==> src/rtl/irq_sched.sv <==
// irq_sched -- nine-channel interrupt scheduler with grant timeout.
//
// Rising edges on REQ set pending bits. While idle, the block picks one
// pending, unmasked channel and grants it (IRQ/ID). The grant ends on ACK,
// which clears the pending bit, or after TIMEOUT unacknowledged cycles,
// which leaves the pending bit set and pulses TMO.
//
// Optional feature macro: IRQ_SCHED_RR_EN
//   undefined : fixed priority, lowest channel index wins
//   defined   : round-robin, search starts after the last granted channel
//
// Ports
//   CK       in   clock, rising edge
//   RST      in   synchronous active-high reset
//   REQ      in   [8:0] interrupt request lines, channel 0 = bit 0
//   MASK_WE  in   mask write strobe
//   MASK_D   in   [8:0] mask write data, 1 = masked
//   MASK_Q   out  [8:0] current mask (reset: all masked)
//   PEND     out  [8:0] pending register
//   IRQ      out  grant valid
//   ID       out  [3:0] granted channel, 0..8
//   ACK      in   acknowledge for the current grant
//   TMO      out  one-cycle pulse when a grant times out
module irq_sched #(
   parameter int TIMEOUT = 15
) (
   input  logic       CK,
   input  logic       RST,
   input  logic [8:0] REQ,
   input  logic       MASK_WE,
   input  logic [8:0] MASK_D,
   output logic [8:0] MASK_Q,
   output logic [8:0] PEND,
   output logic       IRQ,
   output logic [3:0] ID,
   input  logic       ACK,
   output logic       TMO
);

   typedef enum logic {IDLE, GRANT} state_t;

   state_t     state, state_nxt;
   logic [8:0] req_q;
   logic [8:0] pend, pend_nxt;
   logic [8:0] mask;
   logic [3:0] id, id_nxt;
   logic [7:0] cnt, cnt_nxt;
   logic       tmo_nxt;
   logic [8:0] req_rise;
   logic [8:0] eligible;
   logic [8:0] clr;
   logic [4:0] pick_res;
   logic [3:0] next_start;

   // Circular search over the nine channels starting at 'start'. Scanning
   // from the far end lets the closest hit overwrite the result last.
   function automatic logic [4:0] pick(input logic [8:0] elig, input logic [3:0] start);
      logic [4:0] res;
      logic [4:0] idx;
      res = '0;
      for (int k = 8; k >= 0; k--) begin
         idx = {1'b0, start} + 5'(k);
         if (idx > 5'd8) idx = idx - 5'd9;
         if (elig[idx[3:0]]) res = {1'b1, idx[3:0]};
      end
      return res;
   endfunction

   assign req_rise   = REQ & ~req_q;
   assign eligible   = pend & ~mask;
   assign next_start = (id == 4'd8) ? 4'd0 : id + 4'd1;

`ifdef IRQ_SCHED_RR_EN
   logic [3:0] rr_ptr, rr_ptr_nxt;

   assign pick_res = pick(eligible, rr_ptr);

   always_ff @(posedge CK) begin
      if (RST) rr_ptr <= '0;
      else     rr_ptr <= rr_ptr_nxt;
   end

   // Advance only when a grant ends, whether by ACK or by timeout.
   always_comb begin
      rr_ptr_nxt = rr_ptr;
      if (state == GRANT && (ACK || cnt == 8'(TIMEOUT - 1)))
         rr_ptr_nxt = next_start;
   end
`else
   assign pick_res = pick(eligible, 4'd0);
`endif

   always_comb begin
      state_nxt = state;
      id_nxt    = id;
      cnt_nxt   = cnt;
      tmo_nxt   = 1'b0;
      clr       = '0;
      case (state)
         IDLE: begin
            cnt_nxt = '0;
            if (pick_res[4]) begin
               state_nxt = GRANT;
               id_nxt    = pick_res[3:0];
            end else begin
               id_nxt = '0;
            end
         end
         GRANT: begin
            if (ACK) begin
               clr       = 9'd1 << id;
               state_nxt = IDLE;
               cnt_nxt   = '0;
               id_nxt    = '0;
            end else if (cnt == 8'(TIMEOUT - 1)) begin
               // This edge completes the TIMEOUT-th unacknowledged cycle.
               state_nxt = IDLE;
               cnt_nxt   = '0;
               id_nxt    = '0;
               tmo_nxt   = 1'b1;
            end else begin
               cnt_nxt = cnt + 8'd1;
            end
         end
         default: state_nxt = IDLE;
      endcase
      // A fresh edge on the acknowledged channel outranks the clear.
      pend_nxt = (pend & ~clr) | req_rise;
   end

   always_ff @(posedge CK) begin
      if (RST) begin
         state <= IDLE;
         req_q <= '0;
         pend  <= '0;
         mask  <= 9'h1FF;
         id    <= '0;
         cnt   <= '0;
         TMO   <= 1'b0;
      end else begin
         state <= state_nxt;
         req_q <= REQ;
         pend  <= pend_nxt;
         if (MASK_WE) mask <= MASK_D;
         id    <= id_nxt;
         cnt   <= cnt_nxt;
         TMO   <= tmo_nxt;
      end
   end

   assign MASK_Q = mask;
   assign PEND   = pend;
   assign IRQ    = (state == GRANT);
   assign ID     = id;

endmodule
==> config.mk <==
export PLATFORM = sky130hd
export DESIGN_NAME = irq_sched
export DESIGN_NICKNAME = d
export VERILOG_FILES = /design/src/rtl/irq_sched.sv
export SDC_FILE = /design/constraint.sdc
export NUM_CORES = 1
export LEC_CHECK = 0
export ABC_AREA = 1
export BUFFER_PORTS_ARGS = -buffer_cell sky130_fd_sc_hd__clkbuf_2
export CAP_MARGIN = 5
export CORE_MARGIN = 2
export CORE_UTILIZATION = 51
export DETAILED_ROUTE_END_ITERATION = 10
export MAX_ROUTING_LAYER = met4
export PLACE_DENSITY_LB_ADDON = 0.05
export REMOVE_ABC_BUFFERS = 1
export SLEW_MARGIN = 40
export SYNTH_ARGS = -nofsm -noshare
export SYNTH_HDL_FRONTEND = slang
export SYNTH_SLANG_ARGS = --single-unit
==> constraint.sdc <==
create_clock -name CK -period 1.3 [get_ports CK]
set_input_delay 0.26 -clock CK [delete_from_list [all_inputs] [get_ports CK]]
set_output_delay 0.26 -clock CK [all_outputs]
set_load 0.03 [all_outputs]
==> impl_results.md, run 1 <==
* Critical Path Max Stage Delay at ~0.36 ns
* Storage element area at 825.8 um^2
* Final worst-path cycle share at a little over nine tenths
* Main synth FF type: dfxtp_1
* Clk_skew at around 0.016 ns
* Cell Rows at 20
* CP cell instances: buf_4, buf_8
* Hold Violations, Final at 0
* Max Root-Sink Buffers at 2
* CP required at approximately 1.0 ns
* Layout Nets at 292
* CTS tree: done
* Antenna diodes at 0
* CP delay by family, top: flip-flops
* Design Area, Final at 2047 um^2
* Kind of critical path: flip-flop to output port
* WL final at 3.354 mm
* Buffer and inverter count on the worst path at 2
* Distinct cell type count after synthesis at 28
* Clock sink count at between 40 and 50
* Share of cells above drive strength 1 at 27.14%
* I/O Pins at 46
* Via Count at 1484
* Setup violators final at 0
* Synth cell count leaders: dfxtp_1, nand2_1, nor2_1, inv_1, a21oi_1
* Die Area at roughly 3700 um^2
* GRT overflow at 0
* Critical Path Fanout Max at 4
* Slew headroom at about four fifths
* Multi-input gate area at 683.2 um^2
* Vias in the first global route at 1271
* Startpoint types: flip-flop
* Filler cells at about 300
* Sequential element share of the synthesized area at between 40% and 50%
* Mean Syn Cell Area at about 7.6 um^2
* Worst slew pin tran at approximately 0.29 ns
* WP data arrival at 0.99 ns
* Pins over their slew limit at 0
* Ys Warns at 0
* Die height at 61.02 um
* Post-Place Setup Slack at 0.07738 ns
* Status: finished clean
* Clock slew at reported path FFs at 0.13 ns
* Worst-Skew Late Latency at 0.35 ns
* Synth Cell Area at 1658 um^2
* Yosys reg bits at 41
* Worst Hold Depth at 3
* Final HPWL DP at 2.631 mm
* Post-synth top area cell: dfxtp_1
* Max cap viols at 0
* Core area at ~3000 um^2
* Max Fclk at between 0.7 and 0.8 GHz
* RSZ-0062 raised after global routing: no
* Area contributors post-synth: dfxtp_1, nand2_1, nor2_1, inv_1, a21oi_1
* Antenna violations before repair at 0
* Leak pwr at approximately 0.0010 uW
* Gpl congestion at 0.8316
* Async SR Flop Fraction at 0%
* Synth Instances at 217
* Final Critical Period at 1.250 ns
* Number of buffers created by CTS at 5
* Post-layout worst setup margin at 0.04995 ns
* CTS Hold Bufs at 0
* Iteration-0 DRC Markers at 36
* Min-Delay Path Class: primary input to flip-flop
* Wire per inst at 10.72 um
* Final core utilization at 66.50%
* Chip width at 61.02 um
* Routed vias/inst at approximately 4.7
* Critical path endpoint category: output port
* Worst VDD drop at 956.4 uV
* Layout area overhead at 23.47%
* Antenna Nets Post-Route at 0
* Placed cell areas at slightly below 2000 um^2
* Power per cell area at 1299 nW/um^2
* CP max-delay cell: dfxtp_2
* Initial Util at roughly 54%
* Worst path depth at 2
* Global-route usage over all layers at 20.50%
* Top cell type's share of synthesized area at roughly half
* Pin count of the biggest net entering global routing at 22
* Total power at 2659 uW
* Most frequent cell after synthesis: dfxtp_1
* Worst reg2reg path depth at 6
* Setup TNS at 0 ns
* DR pass1 iterations at 4
* First-pass GRT wire length at 5.416 mm
* EDFF count, synth at 0
* DRC at 0
* Root buf cell: clkbuf_4
* IO buf count at 45
* CTS H-tree lvls at 2
-- logic make-up (layout without fill, tap and decap cells) --
family,count (synthesis),count (layout),synth area share (%)
adder cells (fa/ha/maj),2,2,1.509
AO/OA/AOI/OAI,34,34,10.72
XOR/XNOR,2,2,1.057
flip-flops,41,41,49.51
buffers and inverters,38,90,9.283
AND/OR/NAND/NOR,100,100,27.92
-- placed cells by master (no fill, tap or decap) --
master	instances
bufinv_16	1
nand2_1	37
nand3_2	1
xnor2_1	1
clkbuf_8	1
nor4_1	1
o21bai_1	1
o21ai_0	11
ha_1	2
dfxtp_1	37
nor3_2	1
clkbuf_4	7
o22ai_1	1
buf_8	1
buf_4	5
and3_1	1
clkbuf_1	1
clkbuf_2	42
o21ai_1	2
nand3b_1	1
nor3b_2	3
nor3_1	3
nor2_2	4
o32ai_1	1
xor2_1	1
dfxtp_2	4
nand3_1	10
a21oi_1	18
nand4_1	2
nand4_2	1
inv_2	2
inv_1	30
nor2_1	35
-- power by group --
| group | internal [uW] | switching, uW | leakage [uW] | total [uW] |
|---|---|---|---|---|
| clock | 459 | 403 | 0.0000455 | 863 |
| combinational | 139 | 274 | 0.000645 | 414 |
| sequential | 1330 | 52.3 | 0.000340 | 1380 |
-- final timing paths --
check             slack, ns                   to          startpoint
setup reg to reg       0.10    cnt[4]$_SDFF_PP0_   cnt[0]$_SDFF_PP0_
hold / removal         0.10  req_q[8]$_SDFF_PP0_              REQ[8]
setup / recovery       0.05                ID[0]  ID[0]$_SDFFE_PP0P_
hold reg to reg        0.43    cnt[0]$_SDFF_PP0_   cnt[0]$_SDFF_PP0_
-- tightest hold or removal path, delay by kind of cell --
kind	cells	cell delay, ns
buf+inv	2	0.13
simple gates	1	0.06
-- final cells by class --
class,instances,share of cell area [%]
sequential,41,40.34
clock inverter,1,1.467
inverter,32,5.868
timing repair buffer,50,13.57
tap,44,2.689
multi-input combinational,138,33.37
clock buffer,7,2.689
-- flip-flops by register name, indices dropped and copies added, names as in the netlist --
signal  flops
MASK_Q      9
PEND        9
req_q       9
cnt         8
ID          4
IRQ         1
TMO         1
-- metal layers --
metal  GRT usage [%]  routed length (um)  part of all wire (%)
met4           8.385                  80                   2.4
met5               -                   0                     0
met1           26.46                1651                    49
met3           6.723                 180                   5.4
met2           29.65                1441                    43
-- stage by stage --
step | hold WS (ns) | instances
2_1_floorplan | 0.3291 | 211
3_3_place_gp | 0.4334 | 305
3_5_place_dp | 0.4316 | 305
4_1_cts | 0.09506 | 313
5_1_grt | 0.09006 | 313
6_report | 0.1032 | 313
-- what timing repair did --
action / in CTS / in global routing
endpoints found under the setup margin: 3 / 7
setup buffers: 0 / 0
resized for setup: 6 / 3
No activity file was read; power rests on OpenSTA's default activity.
==> inputs of run 2 (changes only) <==
REMOVE_ABC_BUFFERS = not set   (was 1)
==> run 2 against run 1 <==
Routed wire length rose by 0.33%. Clock skew fell by 0.0095 ns. Combinational power barely moved. Die area did not move. Via count fell by 2.9%. Final area rose by 1.3%. Sequential share of layout area fell by 0.51 points. Worst hold slack got worse by 0.016 ns. Worst setup slack got worse by 0.0093 ns. Utilization rose by 0.85 points. Global-route usage fell by 0.064 points. Count of clock-buffer cells in the layout fell by 2.
==> impl_results.md, run 2 (same netlist as run 1, synthesis figures left out) <==
* Min-Delay Endpoint: req_q[8]$_SDFF_PP0_
* CP cell instances: buf_4, clkbuf_8
* Worst flop-to-flop path endpoint: ID[0]$_SDFFE_PP0P_
* Critical Path Fanout Max at 6
* Most common cell after layout, fill and taps aside: clkbuf_2
* Clk_skew at around 0.0067 ns
* Core area at 3078 um^2
* Kind of critical path: flip-flop to output port
* Die height at between 60 and 70 um
* Critical Path Max Stage Delay at 0.34 ns
* Post-Place Setup Slack at -0.02002 ns
* Clock slew at reported path FFs at between 0.1 and 0.15 ns
* R2R Path Start: cnt[0]$_SDFF_PP0_
* DRC at 0
* Met3 usage at 5.672%
* Layout Nets at 291
* GRT overflow at 0
* M2 GR Usage at 31.80%
* GR peak layer: met2
* Total power at 2822 uW
* Cell Rows at 20
* R2R Setup Slk at 0.13 ns
* Wire per inst at about 11 um
* Via Count at ~1400
* Worst VDD drop at 814.5 uV
* Iteration-0 DRC Markers at 59
* Commonest cells after routing, fill and taps aside: clkbuf_2, dfxtp_1, nand2_1
* Worst Hold Depth at 3
* Status: finished clean
* Routed vias/inst at 4.619
* Share of cells above drive strength 1 at 27.99%
* Pins over their slew limit at 0
* CTS tree: done
* Critical path endpoint category: output port
* First-pass GRT wire length at between 5 and 6 mm
* Worst reg2reg path depth at 7
* Antenna Nets Post-Route at 0
* Setup violators final at 0
* CTS H-tree lvls at 2
* Max Fclk at roughly 0.79 GHz
* Hold Violations, Final at 0
* Max Root-Sink Buffers at 2
* CP max-delay cell: dfxtp_2
* DR pass1 iterations at 4
* CP required at 1.04 ns
* Vias in the first global route at between 1000 and 1500
* Number of buffers created by CTS at 5
* Root buf cell: clkbuf_4
* WL final at 3.365 mm
* Min Hold Slack at between 0.08 and 0.09 ns
* Startpoint types: flip-flop
* WP data arrival at 1.00 ns
* Leak pwr at about 0.0010 uW
* Final Critical Period at 1.259 ns
* Final HPWL DP at roughly 2.6 mm
* IO buf count at 45
* Initial Util at 53.86%
* Worst-Skew Late Latency at 0.36 ns
* Antenna diodes at 0
* Chip width at 61.02 um
* Slew headroom at 77.14%
* Pin count of the biggest net entering global routing at 19
* HP Start: REQ[8]
* Min-Delay Path Class: primary input to flip-flop
* Gpl congestion at 0.8138
* Power per cell area at 1361 nW/um^2
* I/O Pins at 46
* Worst slew pin tran at 0.3402 ns
* Syn nets at 241
* Post-CTS Setup Repair Bufs at 0
* Clock sink count at 41
* Post-layout worst setup margin at 0.04065 ns
* Die Area at 3723 um^2
* Met1 Use GR at 23.88%
* Global-route usage over all layers at between 20% and 30%
* Final core utilization at between 60% and 70%
* Antenna violations before repair at 0
* Max cap viols at 0
* Layout area overhead at 25.06%
* Final worst-path cycle share at 96.87%
## run 2: cell count changes in the layout (fill, tap and decap cells not counted)
cell	before	now
clkbuf_4	7	8
clkinv_2	0	1
buf_4	5	3
buf_2	0	2
nand3_4	0	1
nor2_2	4	6
clkbuf_1	1	0
buf_8	1	0
nor2_1	35	33
clkbuf_2	42	39
bufinv_16	1	2
## run 2: area by class of cell
| class | instances | area (um^2) |
|---|---|---|
| Inverter | 32 | 120.1 |
| Clock buffer | 5 | 37.54 |
| Fill cell | 300 | 1005 |
| Sequential cell | 41 | 825.8 |
| Multi-Input combinational cell | 139 | 705.7 |
| Tap cell | 44 | 55.05 |
| Clock inverter | 3 | 65.06 |
| Timing Repair Buffer | 48 | 264.0 |
## run 2: critical path: cells and delay by family (launching register included)
kind	cells	cell delay (ns)
buffers and inverters	2	0.31
flip-flops	1	0.34
## run 2: per-stage QoR
| stage | TNS [ns] | instances | area (um^2) |
|---|---|---|---|
| floorplan | 0 | 217 | 1658 |
| global placement | 0 | 303 | 1927 |
| detailed placement | -0.04170 | 303 | 1927 |
| CTS | 0 | 311 | 2047 |
| global route | -0.001755 | 312 | 2073 |
| finish | 0 | 312 | 2073 |
## run 2: worst max-delay path by stage
stage | start | end | slack (ns) | cells after the start
2_1_floorplan | IRQ$_SDFF_PP0_ | PEND[7]$_SDFF_PP0_ | 0.03 | 5
6_report | ID[0]$_SDFFE_PP0P_ | ID[0] | 0.04 | 2
3_5_place_dp | cnt[0]$_SDFF_PP0_ | cnt[5]$_SDFF_PP0_ | -0.02 | 7
4_1_cts | IRQ$_SDFF_PP0_ | IRQ | 0.009 | 1
3_3_place_gp | cnt[0]$_SDFF_PP0_ | ID[0]$_SDFFE_PP0P_ | 0.04 | 7
5_1_grt | ID[2]$_SDFFE_PP0P_ | ID[2] | -0.002 | 1
## run 2: what timing repair did
item,4_1_cts,5_1_grt
gates resized for setup,4,13
hold buffers,0,0
setup endpoints to repair,8,11
pin swaps,0,0
cloned,0,1
## run 2: routing by layer
metal	part of all wire [%]	wire length, um	vias to the layer above
met3	4.7	157	7
li1	-	-	786
met1	50	1698	613
met5	0	0	-
met2	43	1443	35
met4	1.9	65	0
## run 2: power by group
group / switching (uW) / internal (uW)
sequential: 52.3 / 1330
clock: 427 / 595
combinational: 279 / 138
total: 758 / 2060
==> inputs of run 3 (changes only) <==
PLACE_DENSITY = 0.78   (was not set)
PLACE_DENSITY_LB_ADDON = not set   (was 0.05)
==> run 3 against run 2 <==
Sequential share of layout area is 1.4 points higher. Sequential power hardly changed. Final cell count is 0.64% lower. Flip-flop and latch count stayed put. Register-to-register slack worse by 0.05 ns. Global-route usage is 0.62 points higher. Clock power is 46% lower. Power is 17% lower. Largest cell class unchanged. Clock skew is 0.0033 ns higher.
==> impl_results.md, run 3 (same netlist as run 1, synthesis figures left out) <==
* Worst path depth at 2
* Die height at 61.02 um
* Max Fclk at 0.8019 GHz
* Clock slew at reported path FFs at 0.11 ns
* Min-Delay Path Class: primary input to flip-flop
* Critical Path Fanout Max at 6
* Antenna violations before repair at 0
* GRT overflow at 0
* Worst reg2reg path depth at 7
* Clock sink count at 41
* CTS H-tree lvls at 2
* Leak pwr at 0.001006 uW
* CP most frequent cell: buf_4
* CP delay by family, top: flip-flops
* Design Area, Final at 2004 um^2
* Switching Fraction at 29.77%
* R2R Setup Slk at 0.08 ns
* WL met3 at 221 um
* Clk_skew at 0.01001 ns
* WP data arrival at 0.99 ns
* RSZ-0062 raised after global routing: no
* Die Area at 3723 um^2
* Chip width at roughly 61 um
* Final core utilization at 65.12%
* Initial Util at about 54%
* First-pass GRT wire length at between 5 and 6 mm
* Sw Pwr at about 700 uW
* Commonest cells after routing, fill and taps aside: clkbuf_2, dfxtp_1, nand2_1
* HP Start: REQ[0]
* Max cap viols at 0
* IO buf count at 45
* Most common cell after layout, fill and taps aside: clkbuf_2
* Worst Hold Depth at 3
* DRC at 0
* DR pass1 iterations at 4
* Layout Nets at between 200 and 300
* Root buf cell: clkbuf_4
* Via Count at 1479
* Status: finished clean
* Reg power frac at roughly three fifths
* Syn nets at 241
* Pins over their slew limit at 0
* CTS tree: done
* P_int at 1652 uW
* Min Hold Slack at around 0.12 ns
* Slew headroom at 78.43%
* Vias in the first global route at between 1000 and 1500
* Worst VDD drop at around 760 uV
* Buffer and inverter count on the worst path at 2
* Kind of critical path: flip-flop to output port
* Gpl congestion at 0.7809
* Worst slew pin tran at 0.3211 ns
* Worst-Skew Late Latency at around 0.34 ns
* Final worst-path cycle share at a little over nine tenths
* R2R Path Start: cnt[0]$_SDFF_PP0_
* Cell Rows at 20
* Core area at 3078 um^2
* WL final at ~3.5 mm
* Share of cells above drive strength 1 at 27.44%
* CP required at between 1 and 1.5 ns
* Startpoint types: flip-flop
* Global-route usage over all layers at 21.06%
* Iteration-0 DRC Markers at 44
* Layout area overhead at 20.91%
* Final HPWL DP at 2.686 mm
* Wire per inst at 11.39 um
* Antenna Nets Post-Route at 0
* I/O Pins at 46
* Hold Violations, Final at 0
* WL met2 at between 1.5 and 2 mm
* Critical Path Max Stage Delay at 0.34 ns
* Critical path endpoint category: output port
* Met1 Wirelength at around 1.6 mm
* Multi-input gate area at between 700 and 800 um^2
* Placed cell areas at 1927 um^2
* Worst flop-to-flop path endpoint: ID[0]$_SDFFE_PP0P_
* Filler cells at between 200 and 300
* Combinational cell fraction of total power at roughly 18%
* Clk network pwr share at 23.5%
* Number of buffers created by CTS at 5
* Final Critical Period at 1.247 ns
* Storage element area at 825.8 um^2
* Routed vias/inst at 4.771
* DR top layer: met4
* CP max-delay cell: dfxtp_2
* Setup violators final at 0
* CP cell instances: buf_4, buf_4
* Antenna diodes at 0
* Min-Delay Endpoint: req_q[0]$_SDFF_PP0_
* Power per cell area at 1174 nW/um^2
* Max Root-Sink Buffers at 2
* Pin count of the biggest net entering global routing at 25
## run 3: layout make-up
class / instances / share of cell area, %
flip-flops and latches: 41 / 41.20
inverters: 32 / 5.993
multi-input cells: 139 / 35.46
clock inverters: 1 / 0.2497
clock buffers: 5 / 1.873
repair buffers: 48 / 12.48
well taps: 44 / 2.747
## run 3: layer usage
layer  track usage, %  vias to the layer above
met2            35.18                       48
li1                 -                      794
met1            24.11                      633
met3            6.513                        4
met5                -                        -
met4            6.832                        0
## run 3: metrics by stage
step	power, uW	TNS (ns)	instances	worst slack, ns
finish	2352	0	310	0.05300
global route	2483	0	310	0.0009319
CTS	2367	0	309	0.003354
detailed placement	1816	-0.1036	303	-0.02895
global placement	1805	0	303	0.03910
floorplan	1680	0	217	0.03382
## run 3: worst max path at each step
stage | start | endpoint | slack (ns)
CTS | ID[0]$_SDFFE_PP0P_ | ID[0] | 0.003
floorplan | IRQ$_SDFF_PP0_ | PEND[7]$_SDFF_PP0_ | 0.03
global placement | cnt[0]$_SDFF_PP0_ | ID[0]$_SDFFE_PP0P_ | 0.04
global route | ID[1]$_SDFFE_PP0P_ | PEND[8]$_SDFF_PP0_ | 0.0009
detailed placement | cnt[0]$_SDFF_PP0_ | cnt[6]$_SDFF_PP0_ | -0.03
finish | ID[0]$_SDFFE_PP0P_ | ID[0] | 0.05
## run 3: timing repair
item | in CTS | in global routing
hold buffers | 0 | 0
resized for setup | 3 | 7
setup buffers | 0 | 0
gates cloned | 0 | 1
setup endpoints to repair | 9 | 9
## run 3: power groups by stage
stage / logic, uW / registers [uW] / clock network (uW)
2_1_floorplan: 170 / 1510 / 0
3_3_place_gp: 398 / 1410 / 0
3_5_place_dp: 406 / 1410 / 0
4_1_cts: 411 / 1380 / 574
5_1_grt: 466 / 1390 / 622
6_report: 416 / 1380 / 552
## run 3: tightest hold or removal path: stages
cell and delay (ns):
clkbuf_2 0.08, inv_1 0.05, nor2_1 0.04
